File: config.mk
export PLATFORM = sky130hd
export DESIGN_NAME = tick_gen
export DESIGN_NICKNAME = d
export VERILOG_FILES = /design/src/rtl/tick_gen.sv
export SDC_FILE = /design/constraint.sdc
export NUM_CORES = 1
export LEC_CHECK = 0
export BUFFER_PORTS_ARGS = -buffer_cell sky130_fd_sc_hd__buf_4
export CORE_ASPECT_RATIO = 0.5
export CORE_UTILIZATION = 50
export CTS_CLUSTER_DIAMETER = 120
export DETAILED_ROUTE_END_ITERATION = 10
export PLACE_DENSITY = 0.78
export RECOVER_POWER = 25
export SLEW_MARGIN = 20
export SYNTH_ARGS = -nofsm -noshare
export SYNTH_HDL_FRONTEND = slang
export SYNTH_SLANG_ARGS = --single-unit
export TNS_END_PERCENT = 5
File: constraint.sdc
create_clock -name clk -period 2.5 [get_ports clk]
set_clock_uncertainty 0.2 [all_clocks]
set_input_delay 0.25 -clock clk [delete_from_list [all_inputs] [get_ports clk]]
set_output_delay 0.25 -clock clk [all_outputs]
set_load 0.05 [all_outputs]
File: src/rtl/tick_gen.sv
// Programmable periodic / one-shot tick generator with shadowed period register.
// Optional prescaler stage enabled by defining TICK_GEN_PRESCALER_EN.
module tick_gen #(
  parameter int WIDTH          = 16,
  parameter int DEFAULT_PERIOD = 10,
  parameter int TICK_CNT_W     = 8,
  parameter int PRESCALE       = 4
) (
  input  logic                  clk,
  input  logic                  rst,
  input  logic                  enable,
  input  logic                  start,
  input  logic                  stop,
  input  logic                  mode,
  input  logic                  period_wr,
  input  logic [WIDTH-1:0]      period_in,
  output logic                  tick,
  output logic                  busy,
  output logic [WIDTH-1:0]      count,
  output logic [TICK_CNT_W-1:0] tick_count
);

  typedef enum logic {IDLE, RUN} state_t;

  localparam logic [WIDTH-1:0] PERIOD_RST = WIDTH'(DEFAULT_PERIOD);

  if (PRESCALE < 2) begin : g_bad_prescale
    $error("tick_gen: PRESCALE must be at least 2");
  end

  state_t                  state, state_next;
  logic [WIDTH-1:0]        count_next;
  logic [WIDTH-1:0]        shadow, shadow_next;
  logic [WIDTH-1:0]        active, active_next;
  logic [WIDTH-1:0]        reload;
  logic [TICK_CNT_W-1:0]   tick_count_next;
  logic                    tick_next;
  logic                    mode_q, mode_next;
  logic                    advance;
  logic                    terminal;

  // A write in the same cycle as a reload takes effect immediately.
  assign reload   = period_wr ? period_in : shadow;
  assign terminal = (count == active);
  assign busy     = (state == RUN);

`ifdef TICK_GEN_PRESCALER_EN
  localparam int PS_W = (PRESCALE > 2) ? $clog2(PRESCALE) : 1;
  localparam logic [PS_W-1:0] PS_LAST = PS_W'(PRESCALE - 1);

  logic [PS_W-1:0] presc, presc_next;

  assign advance = (state == RUN) && enable && (presc == PS_LAST);

  always_comb begin
    presc_next = presc;
    if (stop || start) begin
      presc_next = '0;
    end else if ((state == RUN) && enable) begin
      presc_next = (presc == PS_LAST) ? '0 : presc + 1'b1;
    end
  end

  always_ff @(posedge clk or negedge rst) begin
    if (!rst) begin
      presc <= '0;
    end else begin
      presc <= presc_next;
    end
  end
`else
  assign advance = (state == RUN) && enable;
`endif

  always_comb begin
    state_next      = state;
    count_next      = count;
    tick_count_next = tick_count;
    tick_next       = 1'b0;
    mode_next       = mode_q;
    active_next     = active;
    shadow_next     = period_wr ? period_in : shadow;

    // Priority: stop, then start/retrigger, then normal counting.
    if (stop) begin
      state_next = IDLE;
      count_next = '0;
    end else if (start) begin
      state_next      = RUN;
      count_next      = '0;
      tick_count_next = '0;
      mode_next       = mode;
      active_next     = reload;
    end else if (advance) begin
      if (terminal) begin
        count_next      = '0;
        tick_next       = 1'b1;
        tick_count_next = tick_count + 1'b1;
        active_next     = reload;
        if (mode_q) begin
          state_next = IDLE;
        end
      end else begin
        count_next = count + 1'b1;
      end
    end
  end

  always_ff @(posedge clk or negedge rst) begin
    if (!rst) begin
      state      <= IDLE;
      count      <= '0;
      tick       <= 1'b0;
      tick_count <= '0;
      mode_q     <= 1'b0;
      shadow     <= PERIOD_RST;
      active     <= PERIOD_RST;
    end else begin
      state      <= state_next;
      count      <= count_next;
      tick       <= tick_next;
      tick_count <= tick_count_next;
      mode_q     <= mode_next;
      shadow     <= shadow_next;
      active     <= active_next;
    end
  end

endmodule

After elaboration in Yosys (flattened, before gate mapping)
Cells that the tools add are included.
Storage, ports and cells
  register bits: 59
  latch bits: 0
  RAM bits: 0
  bits in read-only memories: 0
  input bits: 23
  output and inout port bits: 26
  word-level logic and storage cells: 40
  memories: 0
Cells by class
  add/sub/neg operators: 2
  multipliers: 0
  divide/modulo/power cells: 0
  $lt $le $gt $ge: 0
  eq/ne operators: 1
  shift-type cells: 0
  mux-type cells: 20
  bitwise operators: 1
  reduce and logical (&&, ||, !) cells: 9
Operator list (number)
  16-bit two-way mux: 8
  8-bit two-way mux: 3
  16-bit by 1-bit adder with 16-bit output, second input constant: 1
  16-bit equality test: 1
  1-bit two-way mux: 9
  3-bit nonzero test: 3
  8-bit by 1-bit adder with 8-bit output, second input constant: 1
  3-bit AND reduction: 2
  2-bit nonzero test: 2
  2-bit AND reduction: 1
  1-bit logical AND: 1
  1-bit inverter: 1

Logic depth before layout (Yosys ltp)
Gate-level depths: netlist (run 1).
  word-level depth: 5
  depth in mapped cells: 9
  depth with buffers taken out: 6

Worst setup path after synthesis (run 1)
Ideal clock, no wire load.
  path kind: register to register
  start point: register count[3]
  end point: register active[10]
  library setup time: 0.127 ns
  arrival: 2.358 ns
  data required time: 2.173 ns
  setup slack: -0.185 ns
  stages on the path, launching flop included: 10
  path buffers: 3
  clock period less this slack: 2.685 ns
  cell sequence: dfrtp_1 buf_6 xor2_1 nor4_1 nand4_1 or2_1 buf_2 a21oi_4 buf_6 mux2_1
On the way
  word-level cells in the longest chain between the ends: 3
RTL lines
  start: declaration: RTL line 19  | output logic [WIDTH-1:0] count,
  start signal: assignment: RTL line 120  | count <= count_next;
  16-bit equality test: RTL line 44  | assign terminal = (count == active);
  2-bit nonzero test (no line)
  3-bit AND reduction (no line)
  end signal: assignment: RTL line 125  | active <= active_next;
  end: declaration: RTL line 34  | logic [WIDTH-1:0] active, active_next;
Every way passes these cells.
A chain may end at the register's enable or synchronous reset.

Worst setup path after layout (run 1)
  start point: register count[13]
  end point: register tick_count[4]
On the way
  word-level cells in the longest chain between the ends: 3
RTL lines
  16-bit equality test: RTL line 44
  2-bit nonzero test (no line)
  3-bit AND reduction (no line)
  end signal: assignment: RTL line 122  | tick_count <= tick_count_next;
  end: declaration: RTL line 20  | output logic [TICK_CNT_W-1:0] tick_count
Every way passes these cells.

==> results of run 1 <==
-- cell families after synthesis --
logic type | count (synthesis)
buf+inv | 13
flops | 59
fa+ha+maj | 2
mux | 35
simple gates | 80
compound gates | 22
xor+xnor | 28
-- stage by stage --
stage	cell area (um^2)	setup TNS, ns	hold slack [ns]	power (mW)
floorplan	2770	0	-0.246	1.26
global placement	3230	0	0.152	1.35
detailed placement	3230	0	0.161	1.36
CTS	3660	0	0.144	2.35
global route	3670	-0.461	0.170	2.43
finish	3670	0	0.146	2.33
-- routing by layer --
metal | up-vias | GRT usage
li1 | 989 | -
met1 | 1021 | 0.298
met2 | 47 | 0.370
met3 | 9 | 0.0655
met4 | 0 | 0.0890
met5 | - | 0
-- synth_stat cells (3+ instances only) --
cell type / instances / area (um^2)
nand4_1: 6 / 37.5
a21oi_1: 6 / 30.0
mux2_1: 10 / 113
dfstp_2: 4 / 105
nand3_1: 10 / 50.1
o21ai_0: 5 / 25.0
inv_1: 3 / 11.3
nor2_1: 19 / 71.3
dfrtp_1: 55 / 1380
nand2_1: 23 / 86.3
and3_1: 3 / 18.8
nor3_1: 3 / 15.0
clkbuf_1: 6 / 22.5
and2_1: 3 / 18.8
xor2_1: 28 / 245
mux2_2: 23 / 259
nor4_1: 5 / 31.3
-- power groups by stage --
stage	combinational (mW)	sequential (mW)	clock, mW
after global placement	0.239	1.11	0
after global routing	0.304	1.11	1.02
final	0.277	1.10	0.958
after detailed placement	0.248	1.11	0
after floorplan	0.142	1.12	0
after CTS	0.280	1.10	0.977
-- flip-flops by register name, summed over array words and instances (netlist names) --
| signal | flops |
|---|---|
| active | 16 |
| busy | 1 |
| count | 16 |
| mode_q | 1 |
| shadow | 16 |
| tick | 1 |
| tick_count | 8 |
-- worst max-delay path: cells and delay by family (launching register included) --
family | cells | cell delay (ns)
xor gates and xnor gates | 1 | 0.17
buffers and inverters | 1 | 0.16
DFF | 1 | 0.45
and+or+nand+nor | 5 | 1.40
-- worst max-delay path by stage --
stage | cells after the start | from | slack (ns) | to
finish | 7 | count[13]$_DFFE_PN0P_ | 0.04 | tick_count[4]$_DFFE_PN0P_
global route | 7 | count[13]$_DFFE_PN0P_ | -0.07 | tick_count[4]$_DFFE_PN0P_
CTS | 7 | count[8]$_DFFE_PN0P_ | 0.03 | tick_count[4]$_DFFE_PN0P_
detailed placement | 7 | count[11]$_DFFE_PN0P_ | 0.01 | active[7]$_DFFE_PN0P_
global placement | 7 | count[10]$_DFFE_PN0P_ | 0.04 | tick_count[4]$_DFFE_PN0P_
floorplan | 8 | count[0]$_DFFE_PN0P_ | 0.003 | active[10]$_DFFE_PN0P_
-- layout make-up --
class / instances / area, um^2
sequential: 59 / 1500
fill: 352 / 1440
multi-input combinational: 167 / 1220
timing repair buffer: 76 / 633
clock buffer: 11 / 141
tap: 70 / 87.6
clock inverter: 5 / 77.6
inverter: 3 / 11.3
-- repair_timing --
action,4_1_cts,5_1_grt
setup endpoints to repair,1,14
pin swaps,0,2
resized for setup,1,2
hold endpoints to repair,77,0
hold buffers,21,0
==> results_dict.tcl, run 1 <==
set metrics [dict create \
    num_io_pins 49 \
    ys_seq_elements 59 \
    synth_area_mm2 0.00275 \
    highest_layer "met4" \
    synth_edf_count 0 \
    reg2reg_depth 7 \
    synth_cell_type_count 38 \
    synth.net_count 264 \
    dp.cells 354 \
    diodes 0 \
    ir_drop_v 0.000484 \
    hold_end "shadow[8]$_DFF_PN0_" \
    synth_flop_cell "dfrtp_1" \
    internal_power_mw 1.77 \
    fin_nets 341 \
    cts_root_buf "clkbuf_8" \
    gp_congestion 0.790 \
    fin_crit_sh 0.982 \
    cp-start-kind "flop" \
    synth-warning-count 0 \
    drc 0 \
    max_stage_delay_ns 0.47 \
    outcome "finished, final reports clean" \
    synth_compound_area_frac 0.0564 \
    final_common_cell "buf_4" \
    cts_made_buffers 9 \
    routed-wl-met2_mm 2.85 \
    hold_class "primary input to flop" \
    grt_max_degree 60 \
    pre_cts_ws_ns 0.0144 \
    htreeDepth 3 \
    worstSetupPathType "flop to flop" \
    synth_top_family_by_area "multiplexers" \
    rr_startpoint "count[13]$_DFFE_PN0P_" \
    first_pass_iters 4 \
    dieArea_mm2 0.00582 \
    p_per_area_mw_per_mm2 636 \
    grt_pass1_vias 1986 \
    antenna_found_initial 0 \
    syn_area_per_cell_um2 11.5 \
    ant_nets 0 \
    clk_pin_slew_worst_paths_ns 0.07 \
    hpwl_mm 3.88 \
    synthSimpleGateAreaFrac 0.141 \
    totalWireLength_mm 6.01 \
    arrival_ns 2.53 \
    fin_ws_ns 0.0442 \
    first_iter_violations 51 \
    cp.required_ns 2.57 \
    layout_common_cells "buf_4 (48), dfrtp_1 (40), xor2_1 (28), nand2_1 (23)" \
    p_sw_mw 0.562 \
    p_seq_frac 0.470 \
    clkSinkCount 59 \
    p_sw_frac 0.241 \
    drv_slew 0 \
    synthMuxAreaShare 0.142 \
    max-clock-path-buffers 2 \
    r2r_slack_ns 0.04 \
    setup_viol 0 \
    post_drt_wl_per_cell_um 15.4 \
    viasPerCell 5.28 \
    rows 18 \
    finalCriticalPeriod_ns 2.46 \
    grt_pass1_wl_mm 9.69 \
    cp_slowest_cell "or4_1" \
    maxSlewHeadroom 0.0315 \
    track_usage 0.228 \
    leakagePower_nw 1.64 \
    clkPwrFrac 0.411 \
    gr-total-overflow 0 \
    netlist_instances 239 \
    cts_tree "built" \
    die_w_um 107 \
    synthArstFlopShare 1.00 \
    hold_start "period_wr" \
    syn2layout_area_growth_pct 33.4 \
    synth-adder-area-share 0.00910 \
    die_h_um 54.4 \
    dr_wl_met3_um 253 \
    stdcell_count 391 \
    whs_path_depth 2 \
    crit_fanout 8 \
    rr_endpoint "tick_count[4]$_DFFE_PN0P_" \
    initial_core_util 0.538 \
    core-area_mm2 0.00511 \
    final_core_util 0.718 \
    crit_chain "xor2_1 > nor4_2 > nand4_1 > or2_4 > buf_4 > or4_1 > nand3_1" \
    clk_latency_ns 0.34 \
    synthXorXnorAreaFrac 0.0892 \
    finalHoldViolCount 0 \
    drv_cap 0 \
    synth_seq_area_share 0.539 \
    tightest_slew_ns 1.45 \
    max_freq_mhz 407 \
    pwr-share-comb 0.119 \
    numPortBuffers 48 \
    drive_gt1_frac 0.330 \
    wl_met1_mm 2.82 \
    cts_setup_buffers 0 \
    num_vias 2066 \
    end_kind "flop" \
]
(Power assumes the default switching activity.)
==> run 2: changes to the inputs <==
GPL_TIMING_DRIVEN = 0   (was not set)
==> run 2 against run 1 <==
Design area increased by 2.5%. Fmax fell by 2.9%. The run now ends with negative setup slack left. Sequential cell count unchanged. Critical path type unchanged.
==> results_dict.tcl, run 2 (synthesis results as in run 1) <==
set metrics [dict create \
    outcome "complete, but fails checks" \
    violations "negative setup slack" \
    dieArea_mm2 0.00582 \
    cp.required_ns 2.51 \
    arrival_ns 2.54 \
    max_stage_delay_ns 0.46 \
    p_seq_frac 0.467 \
    layout_common_cells "buf_4 (50), dfrtp_1 (40), xor2_1 (27), nand2_1 (23), dlygate4sd3_1 (20)" \
    p_sw_mw 0.584 \
    gr-total-overflow 0 \
    die_h_um 54.4 \
    first_iter_violations 68 \
    grt_pass1_wl_mm 9.80 \
    final_common_cell "buf_4" \
    clkPwrFrac 0.394 \
    ir_drop_v 0.000369 \
    rsz0062_at_grt "true" \
    cp-start-kind "flop" \
    crit_chain "xor2_1 > nor4_2 > nand4_1 > or2_4 > a21oi_4 > buf_6 > mux2_4" \
    grt.met1_usage 0.297 \
    viasPerCell 5.38 \
    track_usage 0.233 \
    post_drt_wl_per_cell_um 15.8 \
    initial_core_util 0.538 \
    internal_power_mw 1.78 \
    totalWireLength_mm 6.30 \
    hold_end "mode_q$_DFFE_PN0P_" \
    hold_start "stop" \
    placed_area_mm2 0.00321 \
    clk_latency_ns 0.34 \
    pre_cts_ws_ns -0.402 \
    diodes 0 \
    cts_tree "built" \
    grt_pass1_vias 2050 \
    antenna_found_initial 0 \
    rr_endpoint "active[4]$_DFFE_PN0P_" \
    drive_gt1_frac 0.393 \
    rows 18 \
    worstSetupPathType "flop to flop" \
    hold_class "primary input to flop" \
    fin_ws_ns -0.0302 \
    fin_crit_sh 1.01 \
    p_sw_frac 0.247 \
    crit_buf_inv 1 \
    drv_cap 0 \
    maxSlewHeadroom 0.0480 \
    met3_usage 0.0667 \
    max-clock-path-buffers 2 \
    leakagePower_nw 1.70 \
    fillers 354 \
    crit_family "simple AND/OR/NAND/NOR gates" \
    drv_slew 0 \
    reg.largest.list "active (16), count (16), shadow (16)" \
    clk_pin_slew_worst_paths_ns 0.07 \
    num_vias 2142 \
    hpwl_mm 3.86 \
    gp_congestion 0.805 \
    finalHoldViolCount 0 \
    cts_root_buf "clkbuf_8" \
    setup_viol 16 \
    cp_slowest_cell "dfrtp_2" \
    core-area_mm2 0.00511 \
    clkSinkCount 59 \
    p_total_mw 2.36 \
    tightest_slew_ns 1.43 \
    cts_made_buffers 9 \
    drc 0 \
    syn2layout_area_growth_pct 36.8 \
    end_kind "flop" \
    rr_startpoint "count[13]$_DFFE_PN0P_" \
    first_pass_iters 4 \
    holdWs_ns 0.139 \
    finalCriticalPeriod_ns 2.53 \
    numPortBuffers 47 \
    grt_use_met2 0.386 \
    num_io_pins 49 \
    pwr-share-comb 0.139 \
    r2r_slack_ns -0.03 \
    die_w_um 107 \
    postLayoutCellArea_mm2 0.00376 \
    max_freq_mhz 395 \
    ant_nets 0 \
    reg2reg_depth 7 \
    p_per_area_mw_per_mm2 628 \
    crit_fanout 6 \
    whs_path_depth 3 \
    htreeDepth 3 \
    grt_max_degree 60 \
    busiest_layer "met2" \
    fin_nets 348 \
]
[run 2: cell types whose count changed in the layout (fill, tap and decap cells not counted), moves of 2 or more]
| cell | delta |
|---|---|
| mux2_4 | +14 |
| clkbuf_1 | +5 |
| clkbuf_4 | -3 |
| clkinv_2 | +2 |
| buf_4 | +2 |
| mux2_1 | -17 |
| buf_6 | +4 |
| mux2_2 | +3 |
[run 2: area by class of cell]
class / instances / area, um^2 / area share
buffer: 8 / 45.0 / 0.0120
clock buffer: 10 / 128 / 0.0339
clock inverter: 6 / 80.1 / 0.0213
inverter: 3 / 11.3 / 0.00299
multi-input combinational: 167 / 1290 / 0.344
sequential: 59 / 1500 / 0.399
tap: 70 / 87.6 / 0.0233
timing repair buffer: 75 / 618 / 0.164
[run 2: how the worst max path moves through the flow]
stage                          start                     end  slack, ns  cells past startpoint
2_1_floorplan   count[0]$_DFFE_PN0P_  active[10]$_DFFE_PN0P_      0.003                      8
3_3_place_gp    count[7]$_DFFE_PN0P_   active[7]$_DFFE_PN0P_      -0.32                      8
3_5_place_dp    count[7]$_DFFE_PN0P_  active[12]$_DFFE_PN0P_      -0.40                      8
4_1_cts         count[7]$_DFFE_PN0P_   active[0]$_DFFE_PN0P_      -0.08                      8
5_1_grt        active[3]$_DFFE_PN1P_   active[2]$_DFFE_PN0P_      -0.11                      7
6_report       count[13]$_DFFE_PN0P_   active[4]$_DFFE_PN0P_      -0.03                      7
[run 2: metal layers]
layer	part of all wire	up-vias
li1	-	1002
met1	0.46	1078
met2	0.48	55
met3	0.046	7
met4	0.012	0
met5	0	-
[run 2: repair_timing]
| action | 4_1_cts | 5_1_grt |
|---|---|---|
| setup endpoints to repair | 29 | 33 |
| endpoints found under the hold margin | 76 | 0 |
| hold buffers | 20 | 0 |
| gates cloned | 1 | 0 |
| pin swaps | 5 | 5 |
| buffers inserted | 5 | 2 |
| resized for setup | 21 | 10 |
[run 2: worst reg2reg max path, cell delays in order, from the launching register on]
cell     delay [ns]
dfrtp_2        0.46
xor2_1         0.17
nor4_2         0.34
nand4_1        0.22
or2_4          0.31
a21oi_4        0.22
buf_6          0.18
mux2_4         0.31
[run 2: power by group through the flow]
stage | combinational, mW | clock [mW] | sequential [mW]
2_1_floorplan | 0.142 | 0 | 1.12
3_5_place_dp | 0.246 | 0 | 1.11
4_1_cts | 0.325 | 0.933 | 1.10
6_report | 0.328 | 0.932 | 1.10
3_3_place_gp | 0.237 | 0 | 1.11
5_1_grt | 0.355 | 0.987 | 1.11
[run 2: stage by stage]
step | setup TNS, ns | cells | utilization
global placement | -4.80 | 356 | 0.628
floorplan | 0 | 239 | -
finish | -0.247 | 398 | 0.736
detailed placement | -7.02 | 356 | 0.628
CTS | -1.17 | 398 | 0.733
global route | -2.20 | 398 | 0.736
==> run 3: changes to the inputs <==
HOLD_SLACK_MARGIN = 0.02   (was not set)
PLACE_DENSITY = 0.76   (was 0.78)
clock period = 2.42 ns   (was 2.5 ns; I/O delays follow)
==> run 3 against run 2 <==
Global-route usage rose by 1.3 points. Sequential share of layout area fell by 1.7 points. Wire length rose by 4.5%. First-iteration DRC count rose by 16%. The flow still finishes with violations (negative setup slack). Largest power group is now the clock network. Register-to-register slack got worse by 0.13 ns. Total power rose by 15%.
==> results_dict.tcl, run 3 (synthesis results as in run 1) <==
set metrics [dict create \
    max_freq_mhz 388 \
    diodes 0 \
    grt_pass1_wl_mm 10.3 \
    numPortBuffers 47 \
    postLayoutCellArea_mm2 0.00393 \
    maxSlewHeadroom 0.0567 \
    cts_made_buffers 9 \
    final_common_cell "buf_4" \
    htreeDepth 3 \
    fin_nets 357 \
    cts_tree "built" \
    max-clock-path-buffers 2 \
    fin_ws_ns -0.156 \
    num_vias 2185 \
    clk_pin_slew_worst_paths_ns 0.07 \
    viasPerCell 5.37 \
    hold_class "primary input to flop" \
    cp-start-kind "flop" \
    fillers 309 \
    cts_root_buf "clkbuf_8" \
    violations "negative setup slack" \
    initial_core_util 0.538 \
    track_usage 0.247 \
    holdWs_ns 0.125 \
    finalHoldViolCount 0 \
    clk_latency_ns 0.34 \
    finalCriticalPeriod_ns 2.58 \
    first_pass_iters 4 \
    core-area_mm2 0.00511 \
    gp_congestion 0.790 \
    totalWireLength_mm 6.58 \
    dieArea_mm2 0.00582 \
    reg.largest.list "active (16), count (16), shadow (16)" \
    ant_nets 0 \
    antenna_found_initial 0 \
    die_w_um 107 \
    tightest_slew_ns 1.41 \
    rsz0062_at_grt "true" \
    crit_fanout 5 \
    syn2layout_area_growth_pct 43.0 \
    ir_drop_v 0.000419 \
    first_iter_violations 79 \
    register_area_mm2 0.00150 \
    grt_max_degree 60 \
    num_io_pins 49 \
    p_per_area_mw_per_mm2 692 \
    multi_input_area_mm2 0.00131 \
    die_h_um 54.4 \
    rows 18 \
    drv_slew 0 \
    drc 0 \
    post_drt_wl_per_cell_um 16.2 \
    hpwl_mm 3.96 \
    gr-total-overflow 0 \
    fin_crit_sh 1.06 \
    clkSinkCount 59 \
    setup_viol 17 \
    leakagePower_nw 1.79 \
    end_kind "flop" \
    outcome "complete, but fails checks" \
    placed_area_mm2 0.00322 \
    worstSetupPathType "flop to flop" \
    drive_gt1_frac 0.415 \
    cp.required_ns 2.44 \
    layout_common_cells "buf_4 (59), dfrtp_1 (39), xor2_1 (27), nand2_1 (23), dlygate4sd3_1 (20)" \
    grt_pass1_vias 2156 \
    drv_cap 0 \
    arrival_ns 2.60 \
]
-- run 3: routing by layer --
metal | up-vias | wire [um] | global-route usage
met5 | - | 0 | 0
met4 | 0 | 34 | 0.0616
met3 | 6 | 300 | 0.0821
met2 | 54 | 3250 | 0.433
met1 | 1101 | 2990 | 0.302
li1 | 1024 | - | -
-- run 3: stage by stage --
| stage | power [mW] | TNS (ns) | worst slack, ns | utilization | cells |
|---|---|---|---|---|---|
| 6_report | 2.72 | -2.02 | -0.156 | 0.769 | 407 |
| 3_5_place_dp | 1.41 | -6.01 | -0.389 | 0.629 | 356 |
| 4_1_cts | 2.71 | -2.61 | -0.180 | 0.752 | 404 |
| 2_1_floorplan | 1.30 | -0.614 | -0.0614 | - | 239 |
| 5_1_grt | 2.82 | -3.31 | -0.207 | 0.769 | 407 |
| 3_3_place_gp | 1.39 | -6.76 | -0.382 | 0.629 | 356 |
-- run 3: layout make-up --
| class | instances | share of cell area |
|---|---|---|
| Inverter | 3 | 0.00286 |
| Multi-Input combinational cell | 167 | 0.334 |
| Sequential cell | 59 | 0.382 |
| Clock inverter | 4 | 0.0305 |
| Timing Repair Buffer | 84 | 0.176 |
| Buffer | 8 | 0.0134 |
| Tap cell | 70 | 0.0223 |
| Clock buffer | 12 | 0.0394 |
-- run 3: critical path, cell delays in order (launching register included) --
cell	delay, ns
dfrtp_2	0.43
xor2_2	0.18
nor4_2	0.34
nand4_1	0.20
or2_4	0.30
a21oi_4	0.29
buf_6	0.20
mux2_4	0.31
-- run 3: report_power, final --
part           total (mW)  internal [mW]  switching [mW]
logic               0.350          0.189           0.160
registers            1.14           1.08          0.0612
clock network        1.23          0.845           0.386
-- run 3: what timing repair did --
| item | in CTS | in global routing |
|---|---|---|
| hold buffers | 20 | 0 |
| pin swaps | 5 | 8 |
| setup endpoints to repair | 30 | 34 |
| gates cloned | 1 | 0 |
| hold endpoints to repair | 76 | 0 |
| setup buffers | 11 | 5 |
| resized for setup | 16 | 25 |
-- run 3: path summary, 6_finish.rpt --
check	end	cells after the start	slack [ns]	startpoint
worst max-delay path	active[10]$_DFFE_PN0P_	7	-0.16	count[11]$_DFFE_PN0P_
worst min-delay path	mode_q$_DFFE_PN0P_	3	0.12	stop
worst max register to register	active[10]$_DFFE_PN0P_	7	-0.16	count[11]$_DFFE_PN0P_
worst min register to register	shadow[0]$_DFF_PN0_	1	0.29	shadow[0]$_DFF_PN0_
max in group asynchronous	count[12]$_DFFE_PN0P_	2	0.49	rst
min in group asynchronous	busy$_DFFE_PN0P_	2	0.57	rst
